===== config.mk =====
export PLATFORM = sky130hd
export DESIGN_NAME = slsr_serializer
export DESIGN_NICKNAME = d
export VERILOG_FILES = /design/src/rtl/slsr_serializer.sv
export SDC_FILE = /design/constraint.sdc
export NUM_CORES = 1
export LEC_CHECK = 0
export ABC_AREA = 1
export BUFFER_PORTS_ARGS = -buffer_cell sky130_fd_sc_hd__buf_4
export CAP_MARGIN = 20
export CORE_ASPECT_RATIO = 1.25
export CORE_MARGIN = 2
export CORE_UTILIZATION = 55
export CTS_BUF_LIST = sky130_fd_sc_hd__clkbuf_2 sky130_fd_sc_hd__clkbuf_4 sky130_fd_sc_hd__clkbuf_8
export CTS_CLUSTER_DIAMETER = 120
export DETAILED_ROUTE_END_ITERATION = 8
export GPL_ROUTABILITY_DRIVEN = 0
export PLACE_DENSITY_LB_ADDON = 0.25
export SYNTH_ARGS = -nofsm -noshare
export SYNTH_HDL_FRONTEND = slang
export SYNTH_SLANG_ARGS = --single-unit

===== constraint.sdc =====
create_clock -name i_clk -period 1.4 [get_ports i_clk]
set_input_delay 0.28 -clock i_clk [delete_from_list [all_inputs] [get_ports i_clk]]
set_output_delay 0.28 -clock i_clk [all_outputs]
set_load 0.05 [all_outputs]

===== src/rtl/slsr_serializer.sv =====
// Parallel-to-serial transmitter for the slsr shift register: one word in via
// valid/ready, WIDTH data bits out on dout, each qualified by exactly one sl or sr strobe.
module slsr_serializer #(
    parameter int WIDTH = 8
) (
    input  logic             i_clk,
    input  logic             i_reset,
    input  logic             i_load_valid,
    input  logic [WIDTH-1:0] i_load_data,
    input  logic             i_load_dir,
    output logic             o_load_ready,
    input  logic             i_hold,
    output logic             o_dout,
    output logic             o_sl,
    output logic             o_sr,
    output logic             o_busy,
    output logic             o_done,
    output logic [1:0]       o_state
);

    // Handshake: a word transfers at a rising edge where i_load_valid and
    // o_load_ready are both 1; i_load_data/i_load_dir are sampled only then.
    localparam int CW = $clog2(WIDTH + 1);

    typedef enum logic [1:0] {
        ST_IDLE  = 2'd0,
        ST_SHIFT = 2'd1,
        ST_DONE  = 2'd2
    } state_t;

    state_t           r_state;
    logic [WIDTH-1:0] r_shift;
    logic             r_dir;
    logic [CW-1:0]    r_sent;
    logic             r_load_ready;
    logic             r_dout;
    logic             r_sl;
    logic             r_sr;
    logic             r_busy;
    logic             r_done;

    logic             w_next_bit;
    logic             w_all_sent;

    // MSB leaves first when shifting left, LSB first when shifting right.
    assign w_next_bit = r_dir ? r_shift[0] : r_shift[WIDTH-1];
    assign w_all_sent = (r_sent == CW'(WIDTH));

    always_ff @(posedge i_clk) begin
        if (i_reset) begin
            r_state      <= ST_IDLE;
            r_shift      <= '0;
            r_dir        <= 1'b0;
            r_sent       <= '0;
            r_load_ready <= 1'b1;
            r_dout       <= 1'b0;
            r_sl         <= 1'b0;
            r_sr         <= 1'b0;
            r_busy       <= 1'b0;
            r_done       <= 1'b0;
        end else begin
            case (r_state)
                ST_IDLE: begin
                    r_sl   <= 1'b0;
                    r_sr   <= 1'b0;
                    r_done <= 1'b0;
                    if (i_load_valid && r_load_ready) begin
                        r_state      <= ST_SHIFT;
                        r_shift      <= i_load_data;
                        r_dir        <= i_load_dir;
                        r_sent       <= '0;
                        r_load_ready <= 1'b0;
                        r_busy       <= 1'b1;
                    end
                end
                ST_SHIFT: begin
                    if (w_all_sent) begin
                        // Hold is deliberately ignored here: the word is complete.
                        r_state <= ST_DONE;
                        r_sl    <= 1'b0;
                        r_sr    <= 1'b0;
                        r_done  <= 1'b1;
                    end else if (i_hold) begin
                        r_sl <= 1'b0;
                        r_sr <= 1'b0;
                    end else begin
                        r_dout  <= w_next_bit;
                        r_sl    <= ~r_dir;
                        r_sr    <= r_dir;
                        r_sent  <= r_sent + CW'(1);
                        r_shift <= r_dir ? (r_shift >> 1) : (r_shift << 1);
                    end
                end
                ST_DONE: begin
                    r_state      <= ST_IDLE;
                    r_done       <= 1'b0;
                    r_busy       <= 1'b0;
                    r_load_ready <= 1'b1;
                    r_sl         <= 1'b0;
                    r_sr         <= 1'b0;
                end
                default: begin
                    r_state      <= ST_IDLE;
                    r_load_ready <= 1'b1;
                    r_busy       <= 1'b0;
                    r_done       <= 1'b0;
                    r_sl         <= 1'b0;
                    r_sr         <= 1'b0;
                end
            endcase
        end
    end

    assign o_load_ready = r_load_ready;
    assign o_dout       = r_dout;
    assign o_sl         = r_sl;
    assign o_sr         = r_sr;
    assign o_busy       = r_busy;
    assign o_done       = r_done;
    assign o_state      = r_state;

endmodule


### Yosys cells after proc, flatten, opt, wreduce, memory -nomap -nowiden

Cells that the tools add are included.

* bits in registers: 21
* input port bits: 13
* output and inout bits: 8
* word-level logic and storage cells: 48

* add/subtract/negate cells: 1
* equality and inequality tests: 6
* multiplexer cells: 17
* bitwise gates (word level): 4
* reduce and logical (&&, ||, !) cells: 10

Operators with widths (count)
* $mux W8: 4
* $pmux W8 S2: 1
* $mux W4: 3
* $ne A2 B2 Y1 const B: 4
* $pmux W4 S2: 1
* $reduce_and A2 Y1: 3
* $add A4 B1 Y4 const B: 1
* $eq A4 B4 Y1 const B: 1
* $mux W2: 2
* $not A1 Y1: 4
* $pmux W1 S2: 2
* $pmux W2 S2: 1
* $reduce_and A4 Y1: 1
* $reduce_or A4 Y1: 1
* $mux W1: 3
* $reduce_and A3 Y1: 1
* $eq A2 B1 Y1 const B: 1
* $logic_not A2 Y1: 1
* $reduce_bool A2 Y1: 1
* $reduce_or A2 Y1: 1
* $logic_and A1 B1 Y1: 1

### Longest topological paths before layout

Gate-level depths: netlist (run 1).

* word-level depth: 4
* mapped depth: 10
* depth with buffers taken out: 9

### Worst setup path after synthesis (run 1)

Ideal clock, no wire load.

* path kind: register -> register
* start: reg r_state[1], in the netlist o_state[1]
* end: reg r_shift[1]
* setup time: 113 ps
* arrival: 1375 ps
* setup slack: -88 ps
* cell stages (with the launch flop): 9
* period minus slack after synthesis: 1488 ps
* cells stage by stage: dfxtp_1 > nor2_2 > nand2_2 > nand2_1 > inv_2 > nand2_2 > buf_6 > nor2_1 > nor2_1

* longest elaborated chain between the ends: 3
* elaborated cells between the ends (all ways): 8
* classes of those cells: eq/ne (4); mux (1); reduce/logical (3)

RTL lines
* from (decl): RTL line 31 `state_t r_state;`
* from (signal assigned): RTL line 51 `r_state <= ST_IDLE;`
* from (signal assigned): RTL line 68 `r_state <= ST_SHIFT;`
* from (signal assigned): RTL line 79 `r_state <= ST_DONE;`
* $eq A2 B1 Y1 or $logic_not A2 Y1 (tied branches): RTL line 62 `case (r_state)`
* $ne A2 B2 Y1 (no line) or $reduce_bool A2 Y1 (tied branches)
* $reduce_and A4 Y1 (no line)
* to (signal assigned): RTL line 69 `r_shift <= i_load_data;`
* to (signal assigned): RTL line 91 `r_shift <= r_dir ? (r_shift >> 1) : (r_shift << 1);`
* to (decl): RTL line 32 `logic [WIDTH-1:0] r_shift;`

Several ways; a longest one is shown, not always the timed one.
A chain may end at the register's enable or synchronous reset.

### Final worst setup path (run 1)

* start: reg r_sent[0]
* end: reg r_shift[6]

* longest elaborated chain between the ends: 3

RTL lines
* from (decl): RTL line 34 `logic [CW-1:0] r_sent;`
* from (signal assigned): RTL line 90 `r_sent <= r_sent + CW'(1);`
* $eq A4 B4 Y1: RTL line 47 `assign w_all_sent = (r_sent == CW'(WIDTH));`
* $ne A2 B2 Y1 (no line)
* $reduce_and A4 Y1 (no line)

No other way between the ends.

==> results.py, run 1 <==
metrics = {
    "timing": {
        "report.final.slew_viol_count": 0,
        "worst_clock_skew_ns": 0.006176,
        "setup_viol_count_final": 0,
        "slew_headroom_pct": 75.98,
        "rsz0062_at_grt": "yes",
        "hold_violations": 0,
        "worstMarginPinSlew_ns": 0.3599,
        "fin_crit_ns": 1.372,
        "max_clock_freq_mhz": 728.9,
        "timing.final.crit_share_pct": 97.99,
    },
    "critical_path": {
        "crit_fanout": 10,
        "worst_path_most_repeated_cell": "nand2_4",
        "worst-path-buf-inv": 2,
        "path_delay_family": "simple AND/OR/NAND/NOR gates",
        "slowest_stage": "dfxtp_2",
        "critPathArrivalTime_ns": 1.60,
        "startpoint_type": "flop",
        "criticalPathCategory": "reg2reg",
        "slowest_delay_ns": 0.35,
        "end_kind": "flop",
        "crit_chain": "inv_1, ha_1, nand3_2, nand2_4, nand2_4, nand2_4, clkbuf_16, nor2_1, nor2_1",
        "worst_ep_required_time_ns": 1.63,
    },
    "logic_synthesis": {
        "syn_inst": 172,
        "ys_seq_area_share_pct": 36.92,
        "avgSynthCellArea_um2": 6.620,
        "yosys.cell_types.count": 20,
        "synth_nets": 187,
        "synth_seq_cells": 21,
        "syn-cell-area_um2": 1139,
        "yosys_warnings": 0,
    },
    "clock_tree": {
        "cts_sinks": 21,
        "cts_buffers": 3,
        "clk_path_buf_depth": 2,
        "clockRootBuffer": "clkbuf_4",
        "cts_hold_buf": 0,
        "clkSlewWorstSetupHoldPaths_ns": 0.13,
        "cts_max_level": 1,
        "clock_latency_ns": 0.32,
        "cts_tree": "built",
    },
    "final_layout": {
        "final_common_cell": "nand2_1",
        "synthToLayoutAreaGrowth_pct": 26.26,
        "num-fill-cells": 152,
        "drive_above_1_share_pct": 32.66,
        "diodes": 0,
        "nets": 215,
        "stdcell_area_um2": 1438,
        "layout_common_cells": "49 x nand2_1, 28 x buf_4, 24 x nor2_1",
        "finalNonFillerCells": 219,
    },
    "floorplanning": {
        "chipHeight_um": 54.87,
        "io-pin-count": 21,
        "core_um2": 1959,
        "core.rowCount": 18,
        "start_util_pct": 58.11,
        "die_x_um": 44.70,
        "dieArea_um2": 2452,
    },
    "global_route": {
        "gr-total-overflow": 0,
        "grt_max_degree": 21,
        "gr-usage-all-layers_pct": 22.17,
        "grt_pass1_vias": 1010,
        "antenna_found_initial": 0,
        "grt_first_pass_wirelength_mm": 3.939,
    },
    "min_path": {
        "hold_path.class": "in2reg",
    },
    "placed_design": {
        "numPortBuffers": 20,
        "placed_area_um2": 1338,
        "dp_cells": 210,
        "dp_hpwl_mm": 1.777,
    },
    "power": {
        "seq_power_share_pct": 40.3,
        "cellLeakagePower_nw": 0.7086,
        "pwr-share-clk_pct": 17.3,
        "power.net_switching_mw": 0.7288,
        "ir_drop_mv": 1.011,
        "sw_frac_of_total_pct": 39.59,
        "p_comb_share_pct": 42.3,
        "pwr_density_cell_nw_per_um2": 1280,
        "p_int_mw": 1.112,
    },
    "route": {
        "first_pass_iters": 4,
        "vias_per_cell": 5.146,
        "antenna_left": 0,
        "vias": 1127,
        "wl_per_cell_um": 11.86,
        "drt_iter0_markers": 16,
        "drc_errors": 0,
        "wl_mm": 2.598,
    },
    "job": {
        "drv_cap": 0,
    },
    "outcome": {
        "status": "completed",
    },
}
## state kept, by name, indices dropped and copies added (netlist names)
signal / flops
r_shift: 8
r_sent: 4
o_state: 2
o_busy: 1
o_done: 1
o_dout: 1
o_load_ready: 1
o_sl: 1
o_sr: 1
r_dir: 1
## synth_stat cells
library cell	instances	area [um^2]
nand3_1	8	40.04
clkbuf_1	2	7.510
nand2_2	12	75.07
nor2_4	1	11.26
buf_2	4	20.02
nand2_1	49	183.9
nand3_2	1	10.01
nor4_1	2	12.51
buf_6	2	22.52
inv_2	3	11.26
nor2_2	1	6.260
a21oi_1	5	25.02
nor2_1	28	105.1
a21oi_2	1	8.760
ha_1	2	25.02
inv_1	19	71.32
o211ai_1	6	45.04
o21ai_0	3	15.01
nand2_4	2	22.52
dfxtp_1	21	420.4
## worst paths after layout
check / from / to / slack, ns / cells past startpoint
max: r_sent[0]$_SDFFE_PP0P_ / r_shift[6]$_SDFFE_PP0P_ / 0.03 / 9
min: i_hold / o_sr$_SDFF_PP0_ / 0.14 / 2
max reg2reg: r_sent[0]$_SDFFE_PP0P_ / r_shift[6]$_SDFFE_PP0P_ / 0.03 / 9
min reg2reg: o_done$_SDFFE_PP0N_ / o_done$_SDFFE_PP0N_ / 0.46 / 2
## routing by layer
layer / global-route usage (%) / up-vias / share of wire (%)
li1: - / 580 / -
met1: 22.91 / 524 / 42
met2: 42.75 / 19 / 55
met3: 2.310 / 4 / 2.0
met4: 12.12 / 0 / 1.0
met5: 0 / - / 0
## through the flow
step | hold slack (ns) | util, % | setup WS (ns) | total power, mW | TNS [ns]
final | 0.1353 | 73.37 | 0.02814 | 1.841 | 0
after global routing | 0.1284 | 73.37 | -0.03089 | 1.951 | -0.1545
after CTS | 0.1336 | 69.67 | 0.02761 | 1.740 | 0
after detailed placement | 0.4464 | 68.26 | 0.03892 | 1.434 | 0
after global placement | 0.4422 | 68.26 | 0.1069 | 1.411 | 0
after floorplan | 0.3571 | - | 0.1157 | 1.258 | 0
## final cells by class
type | instances | area [um^2] | area share, %
well taps | 20 | 25.02 | 1.741
inverters | 22 | 82.58 | 5.744
clock buffers | 3 | 22.52 | 1.567
multi-input cells | 121 | 600.6 | 41.78
repair buffers | 31 | 275.3 | 19.15
clock inverters | 1 | 5.005 | 0.3481
flip-flops and latches | 21 | 426.7 | 29.68
## cells by family (layout without fill, tap and decap cells)
logic type / after synthesis / count (layout) / share of synthesized area [%]
simple gates: 104 / 104 / 40.99
buf+inv: 30 / 57 / 11.65
flops: 21 / 21 / 36.92
compound gates: 15 / 15 / 8.241
fa+ha+maj: 2 / 2 / 2.197
## power by group through the flow
stage          registers (mW)  logic [mW]  clock network [mW]
3_5_place_dp            0.753       0.680                   0
2_1_floorplan           0.813       0.446                   0
3_3_place_gp            0.750       0.661                   0
6_report                0.743       0.779               0.319
4_1_cts                 0.740       0.684               0.317
5_1_grt                 0.750       0.863               0.338
## what timing repair did
item / in CTS / in global routing
setup buffers: 0 / 4
endpoints found under the setup margin: 0 / 11
gates resized for setup: 0 / 7
(Power assumes the default switching activity.)
==> run 2, diff against run 1 <==
--- a/config.mk
+++ b/config.mk
@@ -15,6 +15,7 @@
 export CTS_CLUSTER_DIAMETER = 120
 export DETAILED_ROUTE_END_ITERATION = 8
 export GPL_ROUTABILITY_DRIVEN = 0
+export GPL_TIMING_DRIVEN = 0
 export PLACE_DENSITY_LB_ADDON = 0.25
 export SYNTH_ARGS = -nofsm -noshare
 export SYNTH_HDL_FRONTEND = slang
==> run 2 against run 1 <==
Clock skew grew 0.0011 ns. Largest power group unchanged. Clock power is essentially flat. Critical path type unchanged. Die area is the same. Design area shrank 1.6%.
==> results.py, run 2 (same netlist as run 1, synthesis figures left out) <==
metrics = {
    "global_route": {
        "antenna_found_initial": 0,
        "gr-total-overflow": 0,
        "grt_max_degree": 13,
        "grt_first_pass_wirelength_mm": 4.022,
        "gr-usage-all-layers_pct": 22.41,
        "grt_pass1_vias": 1006,
    },
    "clock_tree": {
        "clock_latency_ns": 0.32,
        "cts_hold_buf": 0,
        "cts_tree": "built",
        "clockRootBuffer": "clkbuf_4",
        "cts_sinks": 21,
        "cts_buffers": 3,
        "clk_path_buf_depth": 2,
        "clkSlewWorstSetupHoldPaths_ns": 0.14,
        "cts_max_level": 1,
    },
    "timing": {
        "hold_violations": 0,
        "holdWs_ns": 0.1573,
        "slew_headroom_pct": 74.61,
        "worstMarginPinSlew_ns": 0.3808,
        "timing.final.crit_share_pct": 98.96,
        "max_clock_freq_mhz": 721.8,
        "fin_crit_ns": 1.385,
        "setup_viol_count_final": 0,
        "report.final.slew_viol_count": 0,
        "worst_clock_skew_ns": 0.007274,
    },
    "critical_path": {
        "worst_ep_required_time_ns": 1.62,
        "criticalPathCategory": "reg2reg",
        "crit_chain": "inv_1, ha_1, nand3_2, nand2_4, nand2_4, nand2_4, buf_6, nor2_1, nor2_1",
        "end_kind": "flop",
        "startpoint_type": "flop",
        "slowest_delay_ns": 0.38,
        "crit_fanout": 5,
        "r2r_slack_ns": 0.01,
        "critPathArrivalTime_ns": 1.60,
        "crit_path_start": "r_sent[1]$_SDFFE_PP0P_",
        "r2r-start": "r_sent[1]$_SDFFE_PP0P_",
        "worst_path_most_repeated_cell": "nand2_4",
        "slowest_stage": "dfxtp_4",
    },
    "final_layout": {
        "drive_above_1_share_pct": 31.50,
        "final_core_util_pct": 72.22,
        "layout_common_cells": "49 x nand2_1, 26 x nor2_1, 24 x buf_4",
        "regMostFlops": "r_shift",
        "nets": 216,
        "finalNonFillerCells": 220,
        "diodes": 0,
        "largest_reg_flops": 8,
        "synthToLayoutAreaGrowth_pct": 24.29,
        "final_common_cell": "nand2_1",
    },
    "job": {
        "drv_cap": 0,
    },
    "power": {
        "ir_drop_mv": 0.7373,
        "pwr_density_cell_nw_per_um2": 1295,
        "cellLeakagePower_nw": 0.7031,
        "finalPower_mw": 1.832,
    },
    "floorplanning": {
        "core_um2": 1959,
        "start_util_pct": 58.11,
        "chipHeight_um": 54.87,
        "io-pin-count": 21,
        "dieArea_um2": 2452,
        "die_x_um": 44.70,
        "core.rowCount": 18,
    },
    "placed_design": {
        "dp_cells": 211,
        "dp_hpwl_mm": 1.828,
        "numPortBuffers": 19,
    },
    "min_path": {
        "hold_path.class": "in2reg",
        "min_from": "i_hold",
    },
    "outcome": {
        "status": "completed",
    },
    "route": {
        "drc_errors": 0,
        "vias": 1124,
        "drt_iter0_markers": 38,
        "wl_per_cell_um": 12.65,
        "vias_per_cell": 5.109,
        "wl_mm": 2.784,
        "first_pass_iters": 4,
        "antenna_left": 0,
    },
}
-- run 2: changes by cell type in the layout (fill, tap and decap cells not counted), moves of 2 or more --
cell	before	now
buf_2	0	4
buf_4	28	24
buf_12	2	0
nor2_1	24	26
nor2_2	5	3
-- run 2: critical path, delay by kind of cell, from the launching register on --
family	cells	cell delay (ns)
simple gates	6	0.54
fa+ha+maj	1	0.18
buf+inv	2	0.18
flops	1	0.38
-- run 2: final timing paths --
check                           cells after the start                       to
worst max-delay path                                9  r_shift[5]$_SDFFE_PP0P_
worst min-delay path                                2          o_sl$_SDFF_PP0_
worst max register to register                      9  r_shift[5]$_SDFFE_PP0P_
worst min register to register                      2      o_done$_SDFFE_PP0N_
-- run 2: routing by layer --
| metal | routed length, um | vias to the layer above | track usage (%) |
|---|---|---|---|
| met2 | 1516 | 30 | 41.30 |
| met5 | 0 | - | 0 |
| li1 | - | 580 | - |
| met3 | 121 | 2 | 2.970 |
| met4 | 20 | 0 | 10.10 |
| met1 | 1125 | 512 | 25.20 |
-- run 2: layout make-up --
| type | instances | area, um^2 |
|---|---|---|
| inverters | 22 | 82.58 |
| repair buffers | 25 | 205.2 |
| clock buffers | 3 | 22.52 |
| well taps | 20 | 25.02 |
| multi-input cells | 121 | 595.6 |
| fillers | 165 | 544.3 |
| plain buffers | 7 | 50.05 |
| clock inverters | 1 | 5.005 |
| flip-flops and latches | 21 | 429.2 |
-- run 2: repair_timing --
item / in CTS / in global routing
setup endpoints to repair: 11 / 12
cloned: 0 / 2
pin swaps: 0 / 2
setup buffers: 1 / 3
gates resized for setup: 3 / 6
-- run 2: report_power, final --
group	internal [mW]	switching [mW]	total, mW
logic	0.306	0.465	0.771
registers	0.685	0.0606	0.745
clock network	0.107	0.209	0.316
total	1.10	0.735	1.83
-- run 2: stage by stage --
stage / area (um^2) / setup slack [ns] / setup TNS [ns]
after detailed placement: 1310 / -0.03444 / -0.09111
after floorplan: 1142 / 0.1157 / 0
after global placement: 1310 / 0.01081 / 0
final: 1415 / 0.01456 / 0
after CTS: 1351 / 0.006335 / 0
after global routing: 1415 / -0.02309 / -0.06020
==> run 3, diff against run 2 <==
--- a/config.mk
+++ b/config.mk
@@ -10,7 +10,7 @@
 export CAP_MARGIN = 20
 export CORE_ASPECT_RATIO = 1.25
 export CORE_MARGIN = 2
-export CORE_UTILIZATION = 55
+export CORE_UTILIZATION = 35
 export CTS_BUF_LIST = sky130_fd_sc_hd__clkbuf_2 sky130_fd_sc_hd__clkbuf_4 sky130_fd_sc_hd__clkbuf_8
 export CTS_CLUSTER_DIAMETER = 120
 export DETAILED_ROUTE_END_ITERATION = 8
==> constraint.sdc (replaced) <==
create_clock -name i_clk -period 1.2 [get_ports i_clk]
set_input_delay 0.24 -clock i_clk [delete_from_list [all_inputs] [get_ports i_clk]]
set_output_delay 0.24 -clock i_clk [all_outputs]
set_load 0.05 [all_outputs]
==> run 3 against run 2 <==
The run now ends with negative setup slack left. Largest cell class unchanged. Critical path type unchanged. Cell count grew 9.1%. Non-clock buffer count up 3. Critical endpoint is now r_sent[0]$_SDFFE_PP0P_. Die area grew 52%. First-iteration DRC count is 5.3% lower. Combinational power up 28%. Sequential power rose by 18%.
==> results.py, run 3 (same netlist as run 1, synthesis figures left out) <==
metrics = {
    "final_layout": {
        "regMostFlops": "r_shift",
        "largest_reg_flops": 8,
        "synthToLayoutAreaGrowth_pct": 37.47,
        "drive_above_1_share_pct": 37.93,
        "finalNonFillerCells": 240,
        "nets": 219,
        "final_common_cell": "nand2_1",
        "diodes": 0,
        "layout_common_cells": "48 x nand2_1, 26 x buf_4, 21 x nor2_1",
    },
    "timing": {
        "setup_viol_count_final": 11,
        "holdWs_ns": 0.1738,
        "worst_clock_skew_ns": 0.001987,
        "slew_headroom_pct": 75.57,
        "fin_crit_ns": 1.255,
        "max_clock_freq_mhz": 796.6,
        "timing.final.crit_share_pct": 104.6,
        "setup_slack_ns": -0.05534,
        "report.final.slew_viol_count": 0,
        "hold_violations": 0,
        "worstMarginPinSlew_ns": 0.3665,
        "rsz0062_at_grt": "yes",
    },
    "clock_tree": {
        "clk_path_buf_depth": 2,
        "cts_tree": "built",
        "clkSlewWorstSetupHoldPaths_ns": 0.08,
        "clock_latency_ns": 0.26,
        "cts_max_level": 1,
        "clockRootBuffer": "clkbuf_8",
        "cts_buffers": 3,
        "cts_sinks": 21,
    },
    "critical_path": {
        "startpoint_type": "flop",
        "end_kind": "flop",
        "critPathArrivalTime_ns": 1.41,
        "criticalPathCategory": "reg2reg",
        "worst_ep_required_time_ns": 1.35,
        "worst_path_most_repeated_cell": "nand2_4",
        "crit_chain": "inv_2, ha_4, nand3_4, nand2_4, nand2_4, buf_4, a21oi_1, nor2_1",
        "slowest_delay_ns": 0.36,
        "crit_fanout": 4,
        "slowest_stage": "dfxtp_4",
    },
    "global_route": {
        "gr-max-usage-layer": "met2",
        "use_met3_pct": 2.655,
        "gr-total-overflow": 0,
        "grt_max_degree": 13,
        "grt_first_pass_wirelength_mm": 4.298,
        "met1_usage_pct": 17.19,
        "antenna_found_initial": 0,
        "grt_util_met2_pct": 30.21,
        "gr-usage-all-layers_pct": 15.99,
        "grt_pass1_vias": 1042,
    },
    "floorplanning": {
        "core.rowCount": 23,
        "die_x_um": 55.02,
        "io-pin-count": 21,
        "core_um2": 3166,
        "chipHeight_um": 67.77,
        "start_util_pct": 35.97,
        "dieArea_um2": 3728,
    },
    "route": {
        "drt_iter0_markers": 36,
        "antenna_left": 0,
        "wl_mm": 2.721,
        "vias": 1140,
        "drc_errors": 0,
        "wl_per_cell_um": 11.34,
        "vias_per_cell": 4.750,
        "first_pass_iters": 4,
    },
    "power": {
        "cellLeakagePower_nw": 0.7428,
        "finalPower_mw": 2.339,
        "pwr_density_cell_nw_per_um2": 1494,
        "ir_drop_mv": 0.9223,
    },
    "min_path": {
        "hold_path.class": "in2reg",
    },
    "placed_design": {
        "dp_cells": 228,
        "numPortBuffers": 19,
        "dp_hpwl_mm": 1.780,
    },
    "outcome": {
        "violations": "negative setup slack",
        "status": "finished with violations",
    },
    "job": {
        "drv_cap": 0,
    },
}
-- run 3: changes by cell type in the layout (fill, tap and decap cells not counted), moves of 3 or more --
cell      change
nor2_2        +4
clkbuf_8      +3
clkbuf_4      -3
dfxtp_2       -3
dfxtp_4       +4
nor2_1        -5
-- run 3: what timing repair did --
item | in CTS | in global routing
pin swaps | 14 | 3
endpoints found under the setup margin | 12 | 13
cloned | 2 | 0
setup buffers | 5 | 2
hold buffers | 0 | 0
gates resized for setup | 11 | 11
-- run 3: layout make-up --
cell class / count / area (um^2)
Sequential cell: 21 / 440.4
Tap cell: 37 / 46.29
Fill cell: 333 / 1600
Clock inverter: 1 / 5.005
Inverter: 22 / 87.58
Clock buffer: 3 / 41.29
Buffer: 7 / 56.30
Timing Repair Buffer: 28 / 234.0
Multi-Input combinational cell: 121 / 654.4
-- run 3: metal layers --
layer  up-vias  wire length (um)
li1        588                 -
met1       522              1178
met2        25              1407
met3         5                97
met4         0                38
met5         -                 0
-- run 3: metrics by stage --
| stage | setup slack [ns] | utilization (%) | setup TNS, ns | area (um^2) |
|---|---|---|---|---|
| after floorplan | -0.009084 | - | -0.02471 | 1181 |
| after global placement | -0.09951 | 43.28 | -1.078 | 1370 |
| after detailed placement | -0.1040 | 43.28 | -1.142 | 1370 |
| after CTS | -0.04664 | 47.87 | -0.2950 | 1515 |
| after global routing | -0.1101 | 49.45 | -1.072 | 1565 |
| final | -0.05534 | 49.45 | -0.2016 | 1565 |
-- run 3: worst paths after layout --
| check | start | endpoint | slack [ns] | cells after the start |
|---|---|---|---|---|
| max | r_sent[1]$_SDFFE_PP0P_ | r_sent[0]$_SDFFE_PP0P_ | -0.06 | 8 |
| max reg2reg | r_sent[1]$_SDFFE_PP0P_ | r_sent[0]$_SDFFE_PP0P_ | -0.06 | 8 |
| min reg2reg | o_done$_SDFFE_PP0N_ | o_done$_SDFFE_PP0N_ | 0.46 | 2 |
| min | i_hold | o_sr$_SDFF_PP0_ | 0.17 | 2 |
-- run 3: where the power goes --
part           switching (mW)  internal [mW]  leakage (nW)
registers              0.0814          0.801         0.176
clock network           0.237          0.231        0.0255
logic                   0.566          0.422         0.541
total                   0.884           1.45         0.743
-- run 3: critical path, delay by kind of cell (launching register included) --
family | cells | cell delay (ns)
AOI/OAI and AO/OA | 1 | 0.16
buffers and inverters | 2 | 0.21
adders and majority gates | 1 | 0.13
and+or+nand+nor | 4 | 0.28
DFF | 1 | 0.36
